File: src/rtl/freq_counter_wb_slave.sv
// rtl/freq_counter_wb_slave.sv - Wishbone-mapped gated frequency counter with interpolation
//
// Counts rising edges of sig_i over a gate of GATE_CYCLES clk_i cycles, then
// measures the clk_i cycles from the gate end to the next rising edge
// (interpolation), saturating at INTERP_MAX.
//
// Ports:
//    clk_i            system clock
//    ext_rst_i        asynchronous active-low reset
//    adr_i, dat_i     Wishbone address / write data (32 bit)
//    dat_o            Wishbone read data, registered
//    we_i, sel_i      write enable, byte-lane select
//    cyc_i, stb_i     bus cycle, strobe
//    ack_o, err_o     terminations (err_o for unmapped addresses)
//    rty_o            retry, always 0
//    sig_i            measured signal, asynchronous to clk_i
//    busy_o, done_o   measurement in progress / result available
//
// Register map: 0x8 CTRL/STATUS (bit0 CLR, bit7 START on write;
// bit5 BUSY, bit6 DONE on read), 0x9 COUNT (RO), 0xA INTERP (RO).

module freq_counter_wb_slave #(
   parameter logic [31:0] GATE_CYCLES = 32'd50000000,
   parameter logic [31:0] INTERP_MAX  = 32'hFFFFFFFF
) (
   input  logic        clk_i,
   input  logic        ext_rst_i,
   input  logic [31:0] adr_i,
   input  logic [31:0] dat_i,
   output logic [31:0] dat_o,
   input  logic        we_i,
   input  logic [3:0]  sel_i,
   input  logic        cyc_i,
   input  logic        stb_i,
   output logic        ack_o,
   output logic        err_o,
   output logic        rty_o,
   input  logic        sig_i,
   output logic        busy_o,
   output logic        done_o
);

   localparam logic [31:0] ADR_CTRL   = 32'h0000_0008;
   localparam logic [31:0] ADR_COUNT  = 32'h0000_0009;
   localparam logic [31:0] ADR_INTERP = 32'h0000_000A;
   localparam logic [31:0] COUNT_MAX  = 32'hFFFF_FFFF;

   typedef enum logic [1:0] {
      S_IDLE,
      S_GATE,
      S_INTERP,
      S_DONE
   } state_t;

   state_t      state_q, state_d;
   logic [31:0] count_q, count_d;
   logic [31:0] interp_q, interp_d;
   logic [31:0] gate_cnt_q, gate_cnt_d;

   logic sync1_q, sync2_q, sync3_q;
   logic sig_edge;

   logic        req;
   logic        hit_ctrl, hit_count, hit_interp, mapped;
   logic        ctrl_wr, clr_cmd, start_cmd;
   logic [31:0] rd_data;
   logic        unused_bits;

   // ---------------- bus decode ----------------
   // Masking with the outputs makes a continuously held strobe terminate
   // every second cycle.
   assign req        = cyc_i & stb_i & ~ack_o & ~err_o;
   assign hit_ctrl   = (adr_i == ADR_CTRL);
   assign hit_count  = (adr_i == ADR_COUNT);
   assign hit_interp = (adr_i == ADR_INTERP);
   assign mapped     = hit_ctrl | hit_count | hit_interp;

   assign ctrl_wr   = req & we_i & hit_ctrl & sel_i[0];
   assign clr_cmd   = ctrl_wr & dat_i[0];
   assign start_cmd = ctrl_wr & dat_i[7];

   assign busy_o = (state_q == S_GATE) || (state_q == S_INTERP);
   assign done_o = (state_q == S_DONE);
   assign rty_o  = 1'b0;

   assign unused_bits = ^{sel_i[3:1], dat_i[31:8], dat_i[6:1]};

   always_comb begin
      rd_data = 32'h0;
      if (hit_ctrl)
         rd_data = {24'b0, 1'b0, done_o, busy_o, 5'b0};
      else if (hit_count)
         rd_data = count_q;
      else if (hit_interp)
         rd_data = interp_q;
   end

   always_ff @(posedge clk_i or negedge ext_rst_i) begin
      if (!ext_rst_i) begin
         ack_o <= 1'b0;
         err_o <= 1'b0;
         dat_o <= 32'h0;
      end else begin
         ack_o <= req & mapped;
         err_o <= req & ~mapped;
         dat_o <= (req & mapped & ~we_i) ? rd_data : 32'h0;
      end
   end

   // ---------------- input synchronizer ----------------
   // Two flops for metastability, the third remembers the previous
   // synchronized level; a detected edge is a synchronized 0->1.
   always_ff @(posedge clk_i or negedge ext_rst_i) begin
      if (!ext_rst_i) begin
         sync1_q <= 1'b0;
         sync2_q <= 1'b0;
         sync3_q <= 1'b0;
      end else begin
         sync1_q <= sig_i;
         sync2_q <= sync1_q;
         sync3_q <= sync2_q;
      end
   end

   assign sig_edge = sync2_q & ~sync3_q;

   // ---------------- measurement FSM ----------------
   always_ff @(posedge clk_i or negedge ext_rst_i) begin
      if (!ext_rst_i) begin
         state_q    <= S_IDLE;
         count_q    <= 32'h0;
         interp_q   <= 32'h0;
         gate_cnt_q <= 32'h0;
      end else begin
         state_q    <= state_d;
         count_q    <= count_d;
         interp_q   <= interp_d;
         gate_cnt_q <= gate_cnt_d;
      end
   end

   always_comb begin
      state_d    = state_q;
      count_d    = count_q;
      interp_d   = interp_q;
      gate_cnt_d = gate_cnt_q;

      case (state_q)
         S_IDLE, S_DONE: begin
            if (start_cmd) begin
               count_d    = 32'h0;
               interp_d   = 32'h0;
               gate_cnt_d = 32'h0;
               state_d    = S_GATE;
            end
         end

         S_GATE: begin
            gate_cnt_d = gate_cnt_q + 32'd1;
            if (sig_edge && (count_q != COUNT_MAX))
               count_d = count_q + 32'd1;
            // The edge in the final gate cycle is still counted above.
            if (gate_cnt_q == GATE_CYCLES - 32'd1)
               state_d = S_INTERP;
         end

         S_INTERP: begin
            if (sig_edge || (interp_q == INTERP_MAX))
               state_d = S_DONE;
            else
               interp_d = interp_q + 32'd1;
         end

         default: state_d = S_IDLE;
      endcase

      // CLR overrides everything, including a START in the same write.
      if (clr_cmd) begin
         count_d    = 32'h0;
         interp_d   = 32'h0;
         gate_cnt_d = 32'h0;
         state_d    = S_IDLE;
      end
   end

endmodule

File: config.mk
export PLATFORM = sky130hd
export DESIGN_NAME = freq_counter_wb_slave
export DESIGN_NICKNAME = d
export VERILOG_FILES = /design/src/rtl/freq_counter_wb_slave.sv
export SDC_FILE = /design/constraint.sdc
export NUM_CORES = 1
export LEC_CHECK = 0
export CORE_AREA = 2 2 126 128
export CTS_CLUSTER_DIAMETER = 50
export DETAILED_ROUTE_END_ITERATION = 16
export DIE_AREA = 0 0 128 130
export GPL_TIMING_DRIVEN = 0
export PLACE_DENSITY = 0.77
export SLEW_MARGIN = 20
export SYNTH_ARGS = -nofsm -noshare
export SYNTH_HDL_FRONTEND = slang
export SYNTH_SLANG_ARGS = --single-unit
File: constraint.sdc
create_clock -name clk_i -period 2.25 [get_ports clk_i]
set_input_delay 0.45 -clock clk_i [delete_from_list [all_inputs] [get_ports clk_i]]
set_output_delay 0.45 -clock clk_i [all_outputs]
set_load 0.03 [all_outputs]
* Word level (Yosys, flattened, before mapping)
Cells that the tools add are included.
Cells by class: add/sub/neg operators 3, equal/unequal tests 14, multiplexer cells 18, bitwise gates (word level) 19, reductions and logical operators 11
Operators with widths (count):
- $mux W32 | 10
- $pmux W32 S2 | 3
- $add A32 B1 Y32 const B | 3
- $eq A32 B4 Y1 const B | 3
- $eq A32 B26 Y1 const B | 1
- $eq A32 B32 Y1 const B | 1
- $ne A32 B32 Y1 const B | 1
- $and A1 B1 Y1 | 12
- $ne A3 B2 Y1 const B | 3
- $reduce_and A3 Y1 | 3
- $mux W2 | 4
- $ne A3 B3 Y1 const B | 2
- $pmux W2 S3 | 1
- $reduce_bool A3 Y1 | 2
- $not A1 Y1 | 5
- $eq A2 B2 Y1 const B | 2
- $eq A2 B1 Y1 const B | 1
- $logic_not A2 Y1 | 1
- $logic_or A1 B1 Y1 | 2
- $or A1 B1 Y1 | 2
- $reduce_and A2 Y1 | 1
- $reduce_or A2 Y1 | 1
- $logic_and A1 B1 Y1 | 1
Storage, ports and cells: register bits after elaboration 135, input bits 74

* Logic depth before layout (Yosys ltp)
Gate-level depths: netlist of run 1.
depth in word-level cells 10, gate-level depth with buffers 9, depth with buffers taken out 8

* Worst setup path after synthesis of run 1
Ideal clock, no wire load.
path kind in2reg, from input adr_i[0], to register count_q[10], setup time 135 ps, data arrival time 2121 ps, required time 2115 ps, path slack -6 ps, stages on the path 8, path through buf_2 -> nor4bb_2 -> nand2_1 -> o41a_1 -> clkbuf_1 -> buf_2 -> o311ai_1 -> o31ai_1
Between the ends: longest elaborated chain between the ends 6, elaborated cells on any way between the ends 10, classes of those cells eq/ne (3); mux (1); bitwise (4); reduce/logical (2)
Ends and longest elaborated chain:
- start, declared | line 28 | input logic [31:0] adr_i,
- $eq A32 B4 Y1 * | line 73 | assign hit_ctrl = (adr_i == ADR_CTRL);
- $and A1 B1 Y1 * (2 in series) | line 78 | assign ctrl_wr = req & we_i & hit_ctrl & sel_i[0];
- $and A1 B1 Y1, on equally long branches | line 79, 80
- $ne A3 B2 Y1 (no line) (tied with other cells)
- $reduce_and A3 Y1 (no line)
- end signal, assigned | line 136 | count_q <= count_d;
- end, declared | line 56 | logic [31:0] count_q, count_d;
Mark *: on every way between the ends. The rest lies on a longest branch, timed or not. A chain may end at the register's enable or synchronous reset.

* Worst setup path after layout of run 1
from register interp_q[0], to register interp_q[30]
Between the ends: longest elaborated chain between the ends 4, elaborated cells on any way between the ends 8, classes of those cells add/sub (1); eq/ne (2); mux (3); reduce/logical (2)
Ends and longest elaborated chain:
- start, declared | line 57 | logic [31:0] interp_q, interp_d;
- start signal, assigned | line 137 | interp_q <= interp_d;
- $add A32 B1 Y32 or $eq A32 B32 Y1 (tied branches) | line 171, 168
- $mux W32 or $logic_or A1 B1 Y1 (tied branches) | line 168 | if (sig_edge || (interp_q == INTERP_MAX))
- $pmux W32 S2 or $ne A3 B3 Y1 (tied branches)
- $mux W32 or $reduce_and A3 Y1 (tied branches)
Several ways; a longest one is shown, not always the timed one. The select of a mux whose other input is x is not followed.

==> impl_metrics.env, run 1 <==
export IMPL_r2r_cells=8
export IMPL_clockBufferDepth=2
export IMPL_hold_depth=3
export IMPL_die_h_um=130
export IMPL_rsz0062_at_grt="true"
export IMPL_outcome="complete, but fails checks"
export IMPL_synth_edff_count=0
export IMPL_ys_warn_count=0
export IMPL_crit_fanout=4
export IMPL_violations="setup timing"
export IMPL_r2r_end="interp_q[30]$_DFFE_PN0P_"
export IMPL_syn_nets=910
export IMPL_ant_nets=0
export IMPL_ys_ff_latch=135
export IMPL_min_path_type="input pin to flop"
export IMPL_wl_um=24600
export IMPL_synth_most_common_cell="dfrtp_1"
export IMPL_worstSetupPathType="flop to flop"
export IMPL_ys_types=74
export IMPL_crit_cells=8
export IMPL_hpwl_um=15000
export IMPL_grt_overflow=0
export IMPL_r2r_setup_slack_ns=-0.07
export IMPL_grt_first_pass_wirelength_um=37300
export IMPL_reg2reg_from="interp_q[0]$_DFFE_PN0P_"
export IMPL_instances_no_fill=1180
export IMPL_nNetsFinal=1055
export IMPL_cts_tree="yes"
export IMPL_dieArea_um2=16600
export IMPL_design_core_area_um2=15400
export IMPL_max_slew_margin=0.462
export IMPL_cts_root_buf="clkbuf_16"
export IMPL_timing_final_crit_share=1.03
export IMPL_numClockSinks=135
export IMPL_post_route_cell_area_um2=10300
export IMPL_cp_num_buf_inv=1
export IMPL_numPlacedInstances=1098
export IMPL_worstPathRequired_ns=2.57
export IMPL_yosysTopAreaCell="dfrtp_1"
export IMPL_fin_ws_ns=-0.0690
export IMPL_rows=46
export IMPL_netlist_area_leader_share=0.458
export IMPL_place_area_um2=8410
export IMPL_path_cells="ha_4 -> nand4_1 -> nor4_4 -> buf_4 -> nand4_1 -> or2_1 -> and3_1 -> a211o_1"
export IMPL_power_density_nw_per_um2=916
export IMPL_io_pins=111
export IMPL_ys_flop_type="dfrtp_1"
export IMPL_critPathMaxStageDelay_ns=0.42
export IMPL_final_max_slew_viol_count=0
export IMPL_grt_pass1_vias=7217
export IMPL_vias=7764
export IMPL_critPathArrivalTime_ns=2.64
export IMPL_irDropWorstVdd_v=0.000581
export IMPL_drc_errors=0
export IMPL_dr_pass1_iters=5
export IMPL_syn_avg_cell_area_um2=8.88
export IMPL_wl_per_cell_um=20.8
export IMPL_async_flop_share=1.00
export IMPL_drive_gt1_frac=0.234
export IMPL_start_util=0.478
export IMPL_portBuffers=75
export IMPL_worst_slew_pin_slew_ns=0.800
export IMPL_clk_pin_slew_ns=0.06
export IMPL_gp_congestion=0.921
export IMPL_diodes=0
export IMPL_drtIter0Drc=890
export IMPL_whs_ns=0.341
export IMPL_vias_per_cell=6.58
export IMPL_netlist_instances=830
export IMPL_synth_area_leaders="dfrtp_1 (46%), nand2_1 (4.5%), a31oi_1 (4.4%)"
export IMPL_area_growth_syn_to_layout_pct=39.9
export IMPL_cp_startpoint="interp_q[0]$_DFFE_PN0P_"
export IMPL_cp_top_family="simple AND/OR/NAND/NOR gates"
export IMPL_yosys_top_cells_count="dfrtp_1 (135), nand2_1 (88), nor2_1 (65), a31oi_1 (52), nand3_1 (49)"
export IMPL_grt_max_degree=85
export IMPL_h_tree_depth=4
export IMPL_finalSetupViolations=18
export IMPL_track_usage=0.287
export IMPL_antenna_found_initial=0
export IMPL_clock_fmax_ghz=0.431
export IMPL_netlist_area_um2=7370
export IMPL_min_period_ns=2.32
export IMPL_worst_skew_pair_late_latency_ns=0.44
export IMPL_cts_buffers=17
export IMPL_startpoint_type="flop"
export IMPL_skew_ns=0.00849
export IMPL_finalHoldViolations=0
export IMPL_yosysSeqAreaShare=0.458
export IMPL_maxCapViolCount=0
export IMPL_cp_common_cell="nand4_1"
export IMPL_power_leakage_nw=4.40
export IMPL_finalSetupTns_ns=-0.569
export IMPL_worst_path_max_delay_cell="nor4_4"
export IMPL_dieWidth_um=128
export IMPL_end_kind="flop"
export IMPL_crit_end="interp_q[30]$_DFFE_PN0P_"
[registers in the layout, indices dropped and copies added (netlist names), 2 cells and up]
register / count
count_q: 32
dat_o: 32
gate_cnt_q: 32
interp_q: 32
state_q: 2
[repair_timing]
| action | CTS | global route |
|---|---|---|
| cloned | 2 | 2 |
| pin swaps | 24 | 45 |
| gates resized for setup | 107 | 124 |
| buffers inserted | 30 | 20 |
| endpoints found under the hold margin | 51 | 0 |
| hold buffers | 1 | 0 |
| setup endpoints to repair | 129 | 127 |
[metrics by stage]
step                power (mW)   util  setup WS (ns)
finish                    9.45  0.669        -0.0690
detailed placement        5.20  0.545          -1.15
CTS                       8.77  0.629        -0.0780
floorplan                 4.28      -         0.0347
global route              9.74  0.669         -0.150
global placement          5.18  0.543          -4.66
[worst min path at each step]
stage                            from                 end  slack, ns
floorplan                   ext_rst_i     ack_o$_DFF_PN0_       0.15
global placement    sync1_q$_DFF_PN0_   sync2_q$_DFF_PN0_       0.33
detailed placement  sync1_q$_DFF_PN0_   sync2_q$_DFF_PN0_       0.34
CTS                 sync1_q$_DFF_PN0_   sync2_q$_DFF_PN0_       0.35
global route                     we_i  dat_o[5]$_DFF_PN0_       0.35
finish                           we_i  dat_o[5]$_DFF_PN0_       0.34
[tightest hold or removal path: stages]
cell	delay, ns
dlymetal6s2s_1	0.11
or3_4	0.14
a21oi_1	0.04
[report_power, final]
group | internal (mW) | switching [mW]
registers | 2.52 | 0.0999
clock network | 1.86 | 1.14
logic | 1.54 | 2.28
total | 5.93 | 3.52
[layer usage]
| metal | vias to the layer above | GRT usage | share of wire | wire length (um) |
|---|---|---|---|---|
| met1 | 3737 | 0.383 | 0.40 | 9850 |
| met2 | 498 | 0.460 | 0.47 | 11600 |
| li1 | 3443 | - | - | - |
| met4 | 0 | 0.125 | 0.036 | 894 |
| met3 | 86 | 0.0578 | 0.090 | 2210 |
| met5 | - | 0 | 0 | 0 |
[final cells by class]
| class | instances | area, um2 |
|---|---|---|
| Clock inverter | 14 | 200 |
| Buffer | 47 | 382 |
| Clock buffer | 18 | 429 |
| Tap cell | 192 | 240 |
| Timing Repair Buffer | 131 | 1350 |
| Fill cell | 1129 | 5110 |
| Inverter | 22 | 82.6 |
| Sequential cell | 135 | 3380 |
| Multi-Input combinational cell | 621 | 4240 |
[logic make-up (layout without fill, tap and decap cells)]
| family | Yosys count | count (layout) | synth area share |
|---|---|---|---|
| AND/OR/NAND/NOR | 351 | 351 | 0.247 |
| AO/OA/AOI/OAI | 262 | 262 | 0.239 |
| flip-flops | 135 | 135 | 0.458 |
| buffers and inverters | 74 | 232 | 0.0431 |
| adder cells (fa/ha/maj) | 6 | 6 | 0.0102 |
| other | 1 | 1 | 0.000509 |
| multiplexers | 1 | 1 | 0.00136 |
[cell usage in the layout, fill, tap and decap left out, types with 23 or more instances in the layout]
| cell type | n |
|---|---|
| nor2_1 | 60 |
| o21ai_0 | 24 |
| dfrtp_1 | 130 |
| and3_1 | 24 |
| a22oi_1 | 30 |
| nand2_1 | 82 |
| a31oi_1 | 46 |
| buf_4 | 50 |
| o21ai_1 | 37 |
| clkdlybuf4s50_1 | 41 |
| nand3_1 | 44 |
| nand4_1 | 23 |
| dlymetal6s2s_1 | 24 |
Power figures use the tool's default switching activity.
==> run 2, diff against run 1 <==
CORE_AREA = 2 2 119 121   (was 2 2 126 128)
DIE_AREA = 0 0 121 123   (was 0 0 128 130)
PLACE_DENSITY = 0.82   (was 0.77)
clock period = 2.34 ns   (was 2.25 ns; I/O delays follow)
==> run 2 against run 1 <==
The run still ends with setup timing left. Critical path depth is 2 higher. Count of clock-buffer cells in the layout is 2 higher. Die area is 11% lower. Non-clock buffer count is 24 lower. Global-route usage is 2.1 points higher. Clock power is 7.3% lower. Via count is 1.1% lower. Largest cell class unchanged. Flip-flop and latch count stayed put. Combinational power is 19% lower.
==> impl_metrics.env, run 2 (synthesis results as in run 1) <==
export IMPL_outcome="complete, but fails checks"
export IMPL_violations="setup timing"
export IMPL_vias_per_cell=6.72
export IMPL_layout_commonest_cell="dfrtp_1"
export IMPL_use_met3=0.0590
export IMPL_h_tree_depth=4
export IMPL_min_path_type="flop to flop"
export IMPL_rows=43
export IMPL_crit_fanout=10
export IMPL_hpwl_um=14900
export IMPL_portBuffers=75
export IMPL_clk_pin_slew_ns=0.06
export IMPL_r2r_cells=7
export IMPL_drc_errors=0
export IMPL_maxCapViolCount=0
export IMPL_worstPathRequired_ns=2.71
export IMPL_nNetsFinal=1031
export IMPL_hold_start="sync1_q$_DFF_PN0_"
export IMPL_end_kind="flop"
export IMPL_mostFrequentLayoutCells="dfrtp_1 (128), nand2_1 (84), nor2_1 (59), clkdlybuf4s50_1 (53), a31oi_1 (51)"
export IMPL_final_max_slew_viol_count=0
export IMPL_grt_pass1_vias=6800
export IMPL_irDropWorstVdd_v=0.000567
export IMPL_fillers=957
export IMPL_rsz0062_at_grt="true"
export IMPL_timing_final_crit_share=1.01
export IMPL_ant_nets=0
export IMPL_use_met2=0.464
export IMPL_design_core_area_um2=13600
export IMPL_drtIter0Drc=1013
export IMPL_drive_gt1_frac=0.179
export IMPL_finalSetupViolations=1
export IMPL_hold_end="sync2_q$_DFF_PN0_"
export IMPL_min_period_ns=2.36
export IMPL_wl_um=23300
export IMPL_wl_per_cell_um=20.4
export IMPL_r2r_end="count_q[5]$_DFFE_PN0P_"
export IMPL_diodes=0
export IMPL_finalSetupTns_ns=-0.0162
export IMPL_clock_fmax_ghz=0.424
export IMPL_fin_ws_ns=-0.0162
export IMPL_dieWidth_um=121
export IMPL_numClockSinks=135
export IMPL_cts_tree="yes"
export IMPL_area_growth_syn_to_layout_pct=31.7
export IMPL_p_total_mw=8.42
export IMPL_worst_skew_pair_late_latency_ns=0.43
export IMPL_cts_buffers=17
export IMPL_grt_busiest_layer="met2"
export IMPL_io_pins=111
export IMPL_r2r_setup_slack_ns=0.01
export IMPL_finalHoldViolations=0
export IMPL_reg2reg_from="count_q[24]$_DFFE_PN0P_"
export IMPL_max_slew_margin=0.634
export IMPL_worst_slew_pin_slew_ns=0.545
export IMPL_skew_ns=0.0112
export IMPL_grt_first_pass_wirelength_um=35600
export IMPL_worstSetupPathType="input pin to flop"
export IMPL_clockBufferDepth=2
export IMPL_use_met1=0.438
export IMPL_grt_max_degree=83
export IMPL_startpoint_type="input pin"
export IMPL_dr_pass1_iters=6
export IMPL_hold_depth=0
export IMPL_grt_overflow=0
export IMPL_power_density_nw_per_um2=867
export IMPL_vias=7682
export IMPL_critPathArrivalTime_ns=2.73
export IMPL_die_h_um=123
export IMPL_gp_congestion=0.946
export IMPL_track_usage=0.308
export IMPL_multiInputGateArea_um2=4010
export IMPL_cts_root_buf="clkbuf_16"
export IMPL_seqCellArea_um2=3390
export IMPL_start_util=0.542
export IMPL_power_leakage_nw=4.12
export IMPL_antenna_found_initial=0
export IMPL_dieArea_um2=14900
-- run 2: routing by layer --
metal	wire (um)	share of wire
met3	2500	0.11
met2	10700	0.46
met1	9270	0.40
met5	0	0
met4	837	0.036
-- run 2: critical path, cell delays in order --
cell and delay, ns:
clkdlybuf4s50_1 0.48, nor4_2 0.05, and4_1 0.20, buf_6 0.15, buf_4 0.14, a31oi_1 0.36, clkbuf_1 0.46, o211ai_1 0.18
o41ai_1 0.11, a21o_1 0.13
-- run 2: how the worst max path moves through the flow --
stage	start	end	slack, ns	cells after the start
CTS	adr_i[26]	state_q[0]$_DFFE_PN0P_	0.008	7
detailed placement	adr_i[9]	gate_cnt_q[0]$_DFFE_PN0P_	-1.13	9
finish	adr_i[18]	interp_q[15]$_DFFE_PN0P_	-0.02	10
global route	ack_o$_DFF_PN0_	count_q[2]$_DFFE_PN0P_	-0.13	7
global placement	ext_rst_i	dat_o[15]$_DFF_PN0_	-4.47	1
floorplan	adr_i[0]	count_q[10]$_DFFE_PN0P_	0.07	8
-- run 2: final cells by class --
cell class	count	share of cell area
clock buffer	20	0.0481
sequential	135	0.349
clock inverter	11	0.0153
inverter	22	0.00851
tap	180	0.0232
timing repair buffer	107	0.110
buffer	47	0.0325
multi-input combinational	621	0.413
-- run 2: power breakdown --
part           switching [mW]  internal, mW
Combinational            2.01          1.10
Clock                    1.02          1.75
Sequential             0.0997          2.43
-- run 2: timing repair --
action,CTS,global route
endpoints found under the setup margin,129,127
buffers inserted,13,16
gates cloned,0,1
endpoints found under the hold margin,53,0
hold buffers,1,0
gates resized for setup,64,90
pin swaps,8,27
-- run 2: per-stage QoR --
stage	util	cells	hold slack, ns	area (um2)	worst slack (ns)
3_3_place_gp	0.613	1085	0.334	8350	-4.47
3_5_place_dp	0.616	1086	0.336	8380	-1.13
5_1_grt	0.713	1143	0.370	9710	-0.125
6_report	0.713	1143	0.348	9710	-0.0162
2_1_floorplan	-	830	0.172	7370	0.0662
4_1_cts	0.688	1129	0.348	9360	0.00840
